`src/rtl/sd_slv_cmd_rx_if.sv`:
```
// rtl/sd_slv_cmd_rx_if.sv - received-command handshake between CMD receiver and command decoder
interface sd_slv_cmd_rx_if;
  logic        cmd_valid;
  logic        cmd_ready;
  logic [5:0]  cmd_index;
  logic [31:0] cmd_arg;
  logic        cmd_crc_err;

  // receiver side: presents the frame and waits for the decoder
  modport master (
    output cmd_valid,
    output cmd_index,
    output cmd_arg,
    output cmd_crc_err,
    input  cmd_ready
  );

  // decoder side
  modport slave (
    input  cmd_valid,
    input  cmd_index,
    input  cmd_arg,
    input  cmd_crc_err,
    output cmd_ready
  );
endinterface

```
`src/rtl/sd_slv_cmd_rx.sv`:
```
// rtl/sd_slv_cmd_rx.sv - SD slave CMD-line receiver: frames 48-bit host commands, sequences CRC7, checks framing
module sd_slv_cmd_rx #(
  parameter bit CHECK_TX_BIT = 1'b1,
  parameter bit DROP_BAD_CRC = 1'b0
) (
  input  logic                   clk,
  input  logic                   rst_n,
  input  logic                   rx_en,
  input  logic                   bit_en,
  input  logic                   cmd_in,
  output logic                   crc_clr,
  output logic                   crc_cen,
  output logic                   crc_din,
  output logic                   crc_all_one,
  input  logic [6:0]             crc,
  sd_slv_cmd_rx_if.master        cmd,
  output logic                   frame_err,
  output logic                   crc_err,
  output logic                   busy
);

  typedef enum logic [2:0] {
    S_IDLE,
    S_HDR,
    S_BODY,
    S_CRC,
    S_END,
    S_HOLD
  } state_t;

  state_t      state, state_nxt;
  logic [5:0]  cnt, cnt_nxt;
  logic [37:0] body_sr;
  logic [6:0]  rx_crc;
  logic [5:0]  index_q;
  logic [31:0] arg_q;
  logic        crc_flag_q;
  logic        frame_err_nxt;
  logic        crc_err_nxt;
  logic        shift_body;
  logic        shift_crc;
  logic        load_fields;
  logic        crc_mismatch;

  // The CRC unit sees every CMD bit; cen decides which ones it absorbs.
  assign crc_din     = cmd_in;
  assign crc_all_one = 1'b0;
  assign busy        = (state != S_IDLE);

  assign cmd.cmd_valid   = (state == S_HOLD);
  assign cmd.cmd_index   = index_q;
  assign cmd.cmd_arg     = arg_q;
  assign cmd.cmd_crc_err = crc_flag_q;

  // The CRC unit stops at the last body bit, so it holds the CRC of all 40 covered bits by END.
  assign crc_mismatch = (rx_crc != crc);

  // State register
  always_ff @(posedge clk) begin
    if (!rst_n) state <= S_IDLE;
    else        state <= state_nxt;
  end

  // Next-state, CRC sequencing and datapath strobes; nothing advances without bit_en
  always_comb begin
    state_nxt     = state;
    cnt_nxt       = cnt;
    frame_err_nxt = 1'b0;
    crc_err_nxt   = 1'b0;
    shift_body    = 1'b0;
    shift_crc     = 1'b0;
    load_fields   = 1'b0;
    crc_cen       = 1'b0;
    crc_clr       = 1'b0;
    case (state)
      S_IDLE: begin
        crc_clr = 1'b1;
        // Start bit is CRC-covered: release clr so the unit absorbs it this cycle.
        if (rx_en && bit_en && !cmd_in) begin
          crc_clr   = 1'b0;
          crc_cen   = 1'b1;
          state_nxt = S_HDR;
        end
      end
      S_HDR: begin
        crc_cen = bit_en;
        if (bit_en) begin
          if (CHECK_TX_BIT && !cmd_in) begin
            frame_err_nxt = 1'b1;
            state_nxt     = S_IDLE;
          end else begin
            cnt_nxt   = 6'd0;
            state_nxt = S_BODY;
          end
        end
      end
      S_BODY: begin
        crc_cen = bit_en;
        if (bit_en) begin
          shift_body = 1'b1;
          if (cnt == 6'd37) begin
            cnt_nxt   = 6'd0;
            state_nxt = S_CRC;
          end else begin
            cnt_nxt = cnt + 6'd1;
          end
        end
      end
      S_CRC: begin
        if (bit_en) begin
          shift_crc = 1'b1;
          if (cnt == 6'd6) begin
            cnt_nxt   = 6'd0;
            state_nxt = S_END;
          end else begin
            cnt_nxt = cnt + 6'd1;
          end
        end
      end
      S_END: begin
        if (bit_en) begin
          if (!cmd_in) begin
            frame_err_nxt = 1'b1;
            state_nxt     = S_IDLE;
          end else begin
            crc_err_nxt = crc_mismatch;
            if (crc_mismatch && DROP_BAD_CRC) begin
              state_nxt = S_IDLE;
            end else begin
              load_fields = 1'b1;
              state_nxt   = S_HOLD;
            end
          end
        end
      end
      S_HOLD: begin
        // Bits arriving here are lost; only the decoder handshake matters.
        if (cmd.cmd_ready) state_nxt = S_IDLE;
      end
      default: state_nxt = S_IDLE;
    endcase
  end

  // Bit counter, shift registers, presented fields and registered error pulses
  always_ff @(posedge clk) begin
    if (!rst_n) begin
      cnt        <= 6'd0;
      body_sr    <= 38'd0;
      rx_crc     <= 7'd0;
      index_q    <= 6'd0;
      arg_q      <= 32'd0;
      crc_flag_q <= 1'b0;
      frame_err  <= 1'b0;
      crc_err    <= 1'b0;
    end else begin
      cnt       <= cnt_nxt;
      frame_err <= frame_err_nxt;
      crc_err   <= crc_err_nxt;
      if (shift_body) body_sr <= {body_sr[36:0], cmd_in};
      if (shift_crc)  rx_crc  <= {rx_crc[5:0], cmd_in};
      if (load_fields) begin
        index_q    <= body_sr[37:32];
        arg_q      <= body_sr[31:0];
        crc_flag_q <= crc_mismatch;
      end
    end
  end

endmodule

```
`src/flat_wrapper.sv`:
```
// flat-port wrapper written by rule: the top's interface ports become plain ports
module sd_slv_cmd_rx_flat 
#(
  parameter bit CHECK_TX_BIT = 1'b1,
  parameter bit DROP_BAD_CRC = 1'b0
)
  (clk, rst_n, rx_en, bit_en, cmd_in, crc_clr, crc_cen, crc_din, crc_all_one, crc, frame_err, crc_err, busy, cmd_cmd_valid, cmd_cmd_index, cmd_cmd_arg, cmd_cmd_crc_err, cmd_cmd_ready);
  sd_slv_cmd_rx_if cmd_i ();
  input  logic clk;
  input  logic rst_n;
  input  logic rx_en;
  input  logic bit_en;
  input  logic cmd_in;
  output logic crc_clr;
  output logic crc_cen;
  output logic crc_din;
  output logic crc_all_one;
  input  logic [6:0] crc;
  output logic frame_err;
  output logic crc_err;
  output logic busy;
  output wire logic [$bits(cmd_i.cmd_valid)-1:0] cmd_cmd_valid;
  output wire logic [$bits(cmd_i.cmd_index)-1:0] cmd_cmd_index;
  output wire logic [$bits(cmd_i.cmd_arg)-1:0] cmd_cmd_arg;
  output wire logic [$bits(cmd_i.cmd_crc_err)-1:0] cmd_cmd_crc_err;
  input wire logic [$bits(cmd_i.cmd_ready)-1:0] cmd_cmd_ready;
  assign cmd_cmd_valid = cmd_i.cmd_valid;
  assign cmd_cmd_index = cmd_i.cmd_index;
  assign cmd_cmd_arg = cmd_i.cmd_arg;
  assign cmd_cmd_crc_err = cmd_i.cmd_crc_err;
  assign cmd_i.cmd_ready = cmd_cmd_ready;
  sd_slv_cmd_rx #(.CHECK_TX_BIT(CHECK_TX_BIT), .DROP_BAD_CRC(DROP_BAD_CRC)) u_core (.clk(clk), .rst_n(rst_n), .rx_en(rx_en), .bit_en(bit_en), .cmd_in(cmd_in), .crc_clr(crc_clr), .crc_cen(crc_cen), .crc_din(crc_din), .crc_all_one(crc_all_one), .crc(crc), .cmd(cmd_i), .frame_err(frame_err), .crc_err(crc_err), .busy(busy));
endmodule
```
`config.mk`:
```
export PLATFORM = sky130hd
export DESIGN_NAME = sd_slv_cmd_rx_flat
export DESIGN_NICKNAME = d
export VERILOG_FILES = /design/src/rtl/sd_slv_cmd_rx_if.sv /design/src/rtl/sd_slv_cmd_rx.sv /design/src/flat_wrapper.sv
export SDC_FILE = /design/constraint.sdc
export NUM_CORES = 1
export LEC_CHECK = 0
export BUFFER_PORTS_ARGS = -buffer_cell sky130_fd_sc_hd__buf_2
export CAP_MARGIN = 20
export CORE_UTILIZATION = 44
export DETAILED_ROUTE_END_ITERATION = 8
export HOLD_SLACK_MARGIN = 0.08
export SLEW_MARGIN = 20
export SYNTH_ARGS = -nofsm -noshare
export SYNTH_HDL_FRONTEND = slang
export SYNTH_SLANG_ARGS = --single-unit
```
`constraint.sdc`:
```
create_clock -name clk -period 3.08 [get_ports clk]
set_input_delay 0.462 -clock clk [delete_from_list [all_inputs] [get_ports clk]]
set_output_delay 0.462 -clock clk [all_outputs]
set_load 0.01 [all_outputs]
```
# Yosys cells after proc, flatten, opt, wreduce, memory -nomap -nowiden
# Index checks and enable logic that the tools add are counted.
[classes]
addsub = 1
eq_ne = 17
muxes = 29
reduce_logical = 12
[ops]
columns = ["operator", "count"]
rows = [
  ["$mux W6", 6],
  ["$mux W3", 9],
  ["$pmux W3 S6", 1],
  ["$pmux W6 S3", 1],
  ["$mux W1", 10],
  ["$ne A2 B2 Y1 const B", 5],
  ["$ne A2 B1 Y1 const B", 4],
  ["$reduce_and A8 Y1", 1],
  ["$ne A7 B7 Y1", 1],
  ["$add A6 B1 Y6 const B", 1],
  ["$eq A3 B2 Y1 const B", 2],
  ["$eq A3 B3 Y1 const B", 2],
  ["$eq A6 B3 Y1 const B", 1],
  ["$eq A6 B6 Y1 const B", 1],
  ["$reduce_bool A3 Y1", 2],
  ["$reduce_and A5 Y1", 1],
  ["$reduce_and A4 Y1", 1],
  ["$reduce_or A2 Y1", 2],
  ["$eq A3 B1 Y1 const B", 1],
  ["$logic_not A3 Y1", 1],
  ["$reduce_and A3 Y1", 1],
  ["$logic_and A1 B1 Y1", 2],
  ["$mux W2", 1],
  ["$pmux W1 S2", 1],
  ["$logic_not A1 Y1", 1],
]
[totals]
reg_bits = 95
inputBits = 13
out_inout_bits = 47
word_cells = 68

# Logic depth before layout (Yosys ltp)
[logic_depth]
depth_word = 4
depth_mapped = 8
depth_no_buf = 7

# Worst setup path before layout
# Ideal clock, no wire load.
[synth_timing]
path_type = "register -> register"
start = "register u_core.cnt[0]"
end = "register u_core.state[0]"
setup_time_ps = 144
t_arrival_ps = 1503
slack_ps = 1433
path_stages_with_launch = 7
path_buffers = 0
period_less_slack_ps = 1647
cell_sequence = "dfxtp_1 > ha_1 > nand3b_4 > a2111oi_4 > nor2_4 > o311ai_1 > o41ai_1"
[synth_via]
elab_chain_cells = 3
[synth_lines]
columns = ["element", "line_no", "rtl"]
rows = [
  ["start, declared", "sd_slv_cmd_rx.sv:32", "logic [5:0] cnt, cnt_nxt;"],
  ["start signal, assigned", "sd_slv_cmd_rx.sv:156", "cnt <= cnt_nxt;"],
  ["$eq A6 B3 Y1 or $eq A6 B6 Y1 (tied branches)", "sd_slv_cmd_rx.sv:112, sd_slv_cmd_rx.sv:101", ""],
  ["$ne A2 B1 Y1 (no line)", "-", ""],
  ["$reduce_and A8 Y1 (no line) (*)", "-", ""],
  ["end signal, assigned", "sd_slv_cmd_rx.sv:61", "else state <= state_nxt;"],
  ["end, declared", "sd_slv_cmd_rx.sv:31", "state_t state, state_nxt;"],
]
# Mark *: on every way between the ends. The rest lies on a longest branch, timed or not.
# A chain may end at the register's enable or synchronous reset.

# Worst setup path after layout
[layout_timing]
start = "register u_core.state[0]"
end = "output crc_cen"
[layout_via]
elab_chain_cells = 3
[layout_lines]
columns = ["element", "line_no", "rtl"]
rows = [
  ["$eq A3 B1 Y1 or $eq A3 B2 Y1 (tied branches)", "sd_slv_cmd_rx.sv:75", "case (state)"],
  ["$reduce_or A2 Y1 (no line)", "-", ""],
  ["$pmux W1 S2 (*)", "sd_slv_cmd_rx.sv:75", ""],
  ["end, declared", "flat_wrapper.sv:15", "output logic crc_cen;"],
]
# Marked as above.

==> results.md <==
* Status: completed
* Area grow syn2layout at 12.8%
* CTS tree: yes
* Max-Cap Viols at 0
* Netlist cell types at 42
* Post-Place Cells at 597
* Setup CP Type: reg2out
* Hold/Removal Path Class: in2reg
* TritonCTS buffer count at 9
* Setup crit end kind: primary output
* Slew Viols, Final at 0
* Vias per cell at 4.97
* Share of synthesized flip-flops with an asynchronous set or reset at 0%
* Clk buf depth at 2
* Most frequent cells after synthesis: nand2_1, dfxtp_1, a21boi_0
* DR WL/cell at 12.0 µm
* R2r setup slk at 1110 ps
* Final antenna-violating net count at 0
* Hold WS at 443 ps
* CTS H-tree depth at 3
* Synth area leader: dfxtp_1
* Nets at 516
* I/O Buffers at 58
* Root Driver: clkbuf_8
* Initial antenna violation count at 0
* CTS clock-pin slew for the worst setup and hold paths at 90 ps
* Worst Tran Pin Value at 860 ps
* Power Density at 508 mW/mm²
* Core ar. at 0.00868 mm²
* # IOs at 60
* Drt first pass iters at 4
* Syn Area/Cell at 8.53 µm²
* Final WL at 7370 µm
* Synth warnings at 0
* Number of synthesized register bits at 95
* CP arrival at 1710 ps
* Final setup fails at 0
* Die width at 96.2 µm
* Share of cells above drive strength 1 at 16.8%
* Clock period minus worst slack at 2170 ps
* Die area at 0.00926 mm²
* First-pass GRT wire length at 12400 µm
* Final Skew at 13.5 ps
* Mapped Area at 0.00391 mm²
* Synth Instances at 458
* CTS Hold Bufs at 0
* GP Congestion at 0.834
* DRC Markers at 0
* Leak at 1.67 nW
* Hpwl dp at 4740 µm
* Vias at 3048
* RSZ-0062 raised after global routing: no
* Filler Cell Count at 889
* Die span in y at 96.2 µm
* Final worst-path cycle share at 70.6%
* Top cells by area, synth: dfxtp_1, nand2_1, a21boi_0, buf_4, mux2i_1
* Share of the synthesized area in the top cell type at 48.7%
* TNS Setup at 0 ps
* Critical Path Start Type: flip-flop
* Main synth FF type: dfxtp_1
* Sequential area share after synthesis at 48.7%
* Worst Path Max Fanout at 17
* Count leader, synth: nand2_1
* Grt total ovfl at 0
* Starting Density at 45.0%
* Worst-Skew Late Latency at 360 ps
* N_diodes at 0
* EDFF count, synth at 0
* Clk sinks at 95
* Worst relative slew slack at 41.2%
* Crit path required time at 2620 ps
* Vias in the first global route at 2729
* Non-Filler Instances at 613
* Endpoints failing hold at 0
* Num rows at 34
* Post CTS Setup Buffer Count at 0
* Iter 0 DRT Violations at 126
* Fmax at 460 MHz
* Syn Nets at 474
* VDD IR max at 230 µV
* Total power at 0.00224 W
* CTS resizes at 0
* All-layer global routing usage at 17.0%
* Largest net degree at the start of global routing at 72
-- area by class of cell --
class	count	area [µm²]	area share [%]
clock buffer	10	128	2.90
clock inverter	6	70.1	1.59
inverter	9	33.8	0.766
multi-input combinational	321	1800	40.9
sequential	95	1900	43.1
tap	108	135	3.07
timing repair buffer	64	335	7.61
-- worst max-delay path, stage by stage, from the launching register on --
cell     delay (ps)
dfxtp_1         680
nor2_1          210
o21ai_0         150
and3_1          190
buf_2           120
-- where the power goes --
part	internal [W]	switching (W)	total [W]	leakage (nW)
combinational	0.0000618	0.000106	0.000168	0.811
sequential	0.00123	0.0000188	0.00125	0.765
clock	0.000380	0.000439	0.000819	0.0891
-- state kept, by name, summed over array words and instances, names as in the netlist --
name,count
u_core.cmd.cmd_crc_err,1
u_core.rx_crc,7
u_core.crc_err,1
u_core.body_sr,38
u_core.state,3
u_core.cmd.cmd_index,6
u_core.frame_err,1
u_core.cmd.cmd_arg,32
u_core.cnt,6
-- final timing paths --
path                                          endpoint  cells after the start                   start
worst min register to register  u_core.cmd.cmd_arg[14]                      2  u_core.cmd.cmd_arg[14]
worst max register to register         u_core.state[0]                      5         u_core.state[0]
worst max-delay path                           crc_cen                      4         u_core.state[0]
worst min-delay path                 u_core.body_sr[0]                      3                  cmd_in
-- through the flow --
| stage | cell area, µm² | setup slack, ps | utilization [%] |
|---|---|---|---|
| after floorplan | 3910 | 1430 | - |
| after global placement | 4210 | 1240 | 48.5 |
| after detailed placement | 4210 | 1140 | 48.5 |
| after CTS | 4410 | 928 | 50.8 |
| after global routing | 4410 | 772 | 50.8 |
| final | 4410 | 906 | 50.8 |
-- kinds of logic after synthesis --
group | count (synthesis) | share of synthesized area, %
buf+inv | 42 | 5.22
flops | 95 | 48.7
fa+ha+maj | 3 | 0.961
other cells | 1 | 0.0960
compound gates | 100 | 19.5
mux | 6 | 1.54
simple gates | 203 | 22.2
xor+xnor | 8 | 1.79
-- placed cells by master (no fill, tap or decap), types with 7 or more instances in the layout --
| cell type | instances |
|---|---|
| a21boi_0 | 76 |
| inv_1 | 9 |
| clkbuf_8 | 9 |
| nand4_1 | 7 |
| nor2b_1 | 9 |
| buf_2 | 58 |
| nand2_1 | 163 |
| dfxtp_1 | 95 |
-- metal layers --
layer | track usage (%) | vias to the layer above | share of wire (%)
met5 | 0 | - | 0
met4 | 7.09 | 0 | 1.7
met3 | 3.32 | 11 | 3.2
met2 | 28.0 | 51 | 45
met1 | 21.8 | 1396 | 50
li1 | - | 1590 | -
Note: power is estimated with default switching activity, not from simulation.
